--- config.mk ---
export PLATFORM = sky130hd
export DESIGN_NAME = instruction_register
export DESIGN_NICKNAME = d
export VERILOG_FILES = /design/src/rtl/instruction_register.sv
export SDC_FILE = /design/constraint.sdc
export NUM_CORES = 1
export LEC_CHECK = 0
export CORE_MARGIN = 5
export CORE_UTILIZATION = 36
export DETAILED_ROUTE_END_ITERATION = 8
export PLACE_DENSITY_LB_ADDON = 0.25
export SYNTH_ARGS = -nofsm -noshare
export SYNTH_HDL_FRONTEND = slang
export SYNTH_SLANG_ARGS = --single-unit
--- constraint.sdc ---
create_clock -name Clk -period 2.5 [get_ports Clk]
set_input_delay 0.375 -clock Clk [delete_from_list [all_inputs] [get_ports Clk]]
set_output_delay 0.375 -clock Clk [all_outputs]
set_load 0.05 [all_outputs]
--- src/rtl/instruction_register.sv ---
// Instruction register: captures the instruction word on IR_Load and presents
// its fixed MSB-first fields, a one-hot opcode decode and a loaded flag.
module instruction_register #(
  parameter int INST_WIDTH   = 21,
  parameter int OPCODE_WIDTH = 3,
  parameter int ADDR_WIDTH   = 6
) (
  input  logic                         Clk,
  input  logic                         Reset,
  input  logic                         IR_Load,
  input  logic [INST_WIDTH-1:0]        Ram_Inst_Out,
  output logic [OPCODE_WIDTH-1:0]      Opcode,
  output logic [ADDR_WIDTH-1:0]        Source_Reg1,
  output logic [ADDR_WIDTH-1:0]        Source_Reg2,
  output logic [ADDR_WIDTH-1:0]        Dest_Reg,
  output logic [INST_WIDTH-1:0]        Inst_Out,
  output logic [(2**OPCODE_WIDTH)-1:0] Opcode_OneHot,
  output logic                         Inst_Valid
);

  localparam int SRC1_LSB = 2 * ADDR_WIDTH;
  localparam int SRC2_LSB = ADDR_WIDTH;

  logic [INST_WIDTH-1:0] inst_p0;
  logic                  vld_p0;

  // Stage p0: the held instruction word and its loaded flag
  always_ff @(posedge Clk or posedge Reset) begin
    if (Reset) begin
      inst_p0 <= '0;
      vld_p0  <= 1'b0;
    end else if (IR_Load) begin
      inst_p0 <= Ram_Inst_Out;
      vld_p0  <= 1'b1;
    end
  end

  assign Inst_Out    = inst_p0;
  assign Inst_Valid  = vld_p0;
  assign Opcode      = inst_p0[INST_WIDTH-1 -: OPCODE_WIDTH];
  assign Source_Reg1 = inst_p0[SRC1_LSB +: ADDR_WIDTH];
  assign Source_Reg2 = inst_p0[SRC2_LSB +: ADDR_WIDTH];
  assign Dest_Reg    = inst_p0[ADDR_WIDTH-1:0];

  always_comb begin
    Opcode_OneHot         = '0;
    Opcode_OneHot[Opcode] = 1'b1;
  end

endmodule

# After elaboration in Yosys (flattened, before gate mapping)
# Cells that the tools add are included.
[op_classes]
order_cmp = 2
mux = 2
n_reduce_logical = 1
[op_table]
columns = ["cell", "count"]
rows = [
  ["less-than comparator 3 x 4 -> 1 bit (second input constant)", 1],
  ["demux 1 bit (select 3 bit)", 1],
  [">= comparator 3 x 1 -> 1 bit (second input constant)", 1],
  ["logical AND 1 bit", 1],
  ["two-way mux 1 bit", 1],
]
[word_totals]
reg_bits = 22
inputBits = 24
output_inout_bits = 51
elab_cells = 7

# Logic depth before layout (Yosys ltp)
[logic_depth]
word_depth = 4
depth_mapped = 2
ltp_nobuf = 1

# Worst setup path after synthesis
# OpenSTA, ideal clock, no wires.
[synth_timing]
path_type = "reg2out"
start = "register inst_p0[20], in the netlist Inst_Out[20]"
end = "output port Opcode_OneHot[4]"
t_arrival_ns = 1.953
required_ns = 2.125
path_slack_ns = 0.172
stages_incl_launch_ff = 2
n_path_buf = 0
path_cell_list = "dfrtp_1 -> nor3b_1"
[synth_between]
elab_chain_len = 4
elab_cells_between_ends = 5
cone_classes = "order compare (2); mux (2); reduce/logical (1)"
[synth_lines]
columns = ["element", "line_no", "rtl"]
rows = [
  ["start, declared", "24", "logic [INST_WIDTH-1:0] inst_p0;"],
  ["start signal, assigned", "33", "inst_p0 <= Ram_Inst_Out;"],
  ["less-than comparator 3 x 4 -> 1 bit (not written as such) / >= comparator 3 x 1 -> 1 bit (equally long branches)", "47", "Opcode_OneHot[Opcode] = 1'b1;"],
  ["logical AND 1 bit (not written as such)", "47", ""],
  ["two-way mux 1 bit (not written as such)", "47", ""],
  ["demux 1 bit (select 3 bit) *", "47", ""],
  ["end, declared", "17", "output logic [(2**OPCODE_WIDTH)-1:0] Opcode_OneHot,"],
]
# Every way passes the cells marked *; elsewhere a longest branch is shown, timed or not.

# Worst setup path in the final report
[layout_timing]
start = "register inst_p0[18], in the netlist Inst_Out[18]"
end = "output port Opcode_OneHot[1]"
# Same word-level chain as after synthesis.

==> results.cfg <==
[status]
status = finished clean

[clock_tree]
cts_hold_buf = 0
cts_setup_buffers = 0
cts_resized = 0
numCtsBuffers = 3
cts_root_buffer = clkbuf_4
cts_sinks = 22
cts_tree = yes
clockBufferDepth = 2
clk_latency_ns = 0.30
htreeDepth = 1
cts.clk_slew.worst_paths_ns = 0.12

[die]
die_y_um = 63.7
start_util_pct = 37.6
fp-row-count = 19
pin_count = 75
die_w_um = 63.7
fp.dieArea_um2 = 4050
core_area_um2 = 2760

[detailed_routing]
drt-total-wl_um = 2410
vias_per_cell = 4.66
routedWlPerCell_um = 14.8
vias = 760
route.detailed.drc = 0
drt-initial-drc-count = 18
ant_nets = 0
drt_first_pass_iters = 4

[finish]
final_area_um2 = 1700
layout-drive-gt1-share_pct = 20.5
fin_cells = 163
insertedDiodeCount = 0
nets = 157
area_growth_pct = 63.6

[timing]
worst_pin_slew_ns = 0.811
finalCritPeriodShare_pct = 90.1
tns_ns = 0
setup_viol = 0
min_period_ns = 2.25
rsz0062_at_grt = false
slew_viol_final = 0
slew_headroom_pct = 45.9
hold_viol = 0
clock_skew_ns = 0
max_clock_freq_mhz = 444

[critical_path]
critPathKind = reg2out
critPathTopFamily = buffers and inverters
path_depth = 2
worstPathRequired_ns = 2.12
critPathLaunchType = flop
crit_end = Opcode_OneHot[1]
cp-end-kind = output pin
r2r-end = Inst_Out[20]
r2r_slack_ns = 1.62
reg2reg_depth = 1
startpoint = Inst_Out[18]
crit_path_max_incr_delay_ns = 0.84
cp.arrival_ns = 1.88
path_buf_inv = 1
path_cells = nor3b_1 > clkdlybuf4s50_1
cp_slowest_cell = clkdlybuf4s50_1
crit_fanout = 11
reg2reg_from = Inst_Out[20]

[place]
place.port_buffers = 74
dp_cells = 159
gp_congestion = 0.630
hpwl_um = 1880
placed_area_um2 = 1640

[synthesis]
syn_nets = 100
synth.largest_area_cell = dfrtp_1
async_flop_share_pct = 100
netlist_area_um2 = 1040
syn-instance-count = 76
synth.top_cell.area_share_pct = 53.1
ys_ff_latch = 22
yosysSeqAreaShare_pct = 53.1
synth-main-ff-cell = dfrtp_1
synth.avg_cell_area_um2 = 13.6
ys_warn_count = 0
yosysMostFrequentCell = dfrtp_1
synth_area_leaders = dfrtp_1 53%, mux2_2 23%, buf_4 15%
synth_edf_count = 0
synth_commonest_cells = 22 x dfrtp_1, 21 x buf_4, 21 x mux2_2, 3 x and3b_1, 3 x nor3b_1
synth.distinct_cells = 10

[run]
maxCapViolCount = 0

[global_routing]
globalRouteOverflowTotal = 0
grt_pass1_wl_um = 4050
grt_start_max_net_pins = 23
grtUsageTotal_pct = 12.5
grt_pass1_vias = 837
antenna_found_initial = 0

[pwr]
p_per_area_nw_per_um2 = 723
ir_drop_uv = 631
p_leak_nw = 0.694

[hold_path]
hp-class = reg2reg
logic make-up (layout without fill, tap and decap cells):
kind of cell	count (synthesis)	after routing	synth area share, %
AND/OR/NAND/NOR	9	9	6.39
flip-flops	22	22	53.1
buffers and inverters	24	80	17.7
multiplexers	21	21	22.8
sequential cells by signal, indices dropped and copies added (netlist names):
register / cells
Inst_Valid: 1
Inst_Out: 21
worst min path at each step:
| stage | from | end | slack [ns] | cells past startpoint |
|---|---|---|---|---|
| finish | Inst_Valid | Inst_Valid | 0.48 | 1 |
| floorplan | Reset | Inst_Out[0] | 0.36 | 1 |
| global route | Inst_Valid | Inst_Valid | 0.50 | 1 |
| CTS | Inst_Valid | Inst_Valid | 0.49 | 1 |
| global placement | Inst_Valid | Inst_Valid | 0.45 | 1 |
| detailed placement | Inst_Valid | Inst_Valid | 0.45 | 1 |
layout make-up:
cell class | instances | area, µm²
Fill cell | 245 | 1060
Timing Repair Buffer | 75 | 748
Sequential cell | 22 | 551
Multi-Input combinational cell | 30 | 303
Tap cell | 31 | 38.8
Clock inverter | 1 | 30.0
Clock buffer | 3 | 22.5
Inverter | 1 | 3.75
power breakdown:
part	internal (mW)	switching [mW]	total (mW)
sequential	0.390	0.0324	0.422
clock	0.162	0.104	0.266
combinational	0.195	0.343	0.538
total	0.747	0.480	1.23
metal layers:
metal	vias to the layer above	GRT usage, %	wire length [µm]
met5	-	0	0
met4	0	3.90	16
met3	2	4.97	214
met2	33	23.7	1360
met1	375	12.0	819
li1	350	-	-
layout by cell type, fill, tap and decap left out:
master	n
dfrtp_1	22
buf_4	1
bufinv_16	1
nor3b_1	3
mux2_2	21
and3b_1	3
or2_2	1
and3_1	1
nor3_1	1
clkdlybuf4s50_1	74
inv_1	1
clkbuf_4	3
per-stage QoR:
| step | worst slack [ns] | total power [mW] | hold slack (ns) | util (%) |
|---|---|---|---|---|
| 3_3_place_gp | 0.634 | 0.966 | 0.448 | 59.6 |
| 5_1_grt | 0.0908 | 1.28 | 0.498 | 61.5 |
| 4_1_cts | 0.231 | 1.24 | 0.485 | 61.5 |
| 6_report | 0.248 | 1.23 | 0.478 | 61.5 |
| 3_5_place_dp | 0.590 | 0.973 | 0.451 | 59.6 |
| 2_1_floorplan | 0.172 | 0.815 | 0.364 | - |
No activity file was read; power rests on OpenSTA's default activity.
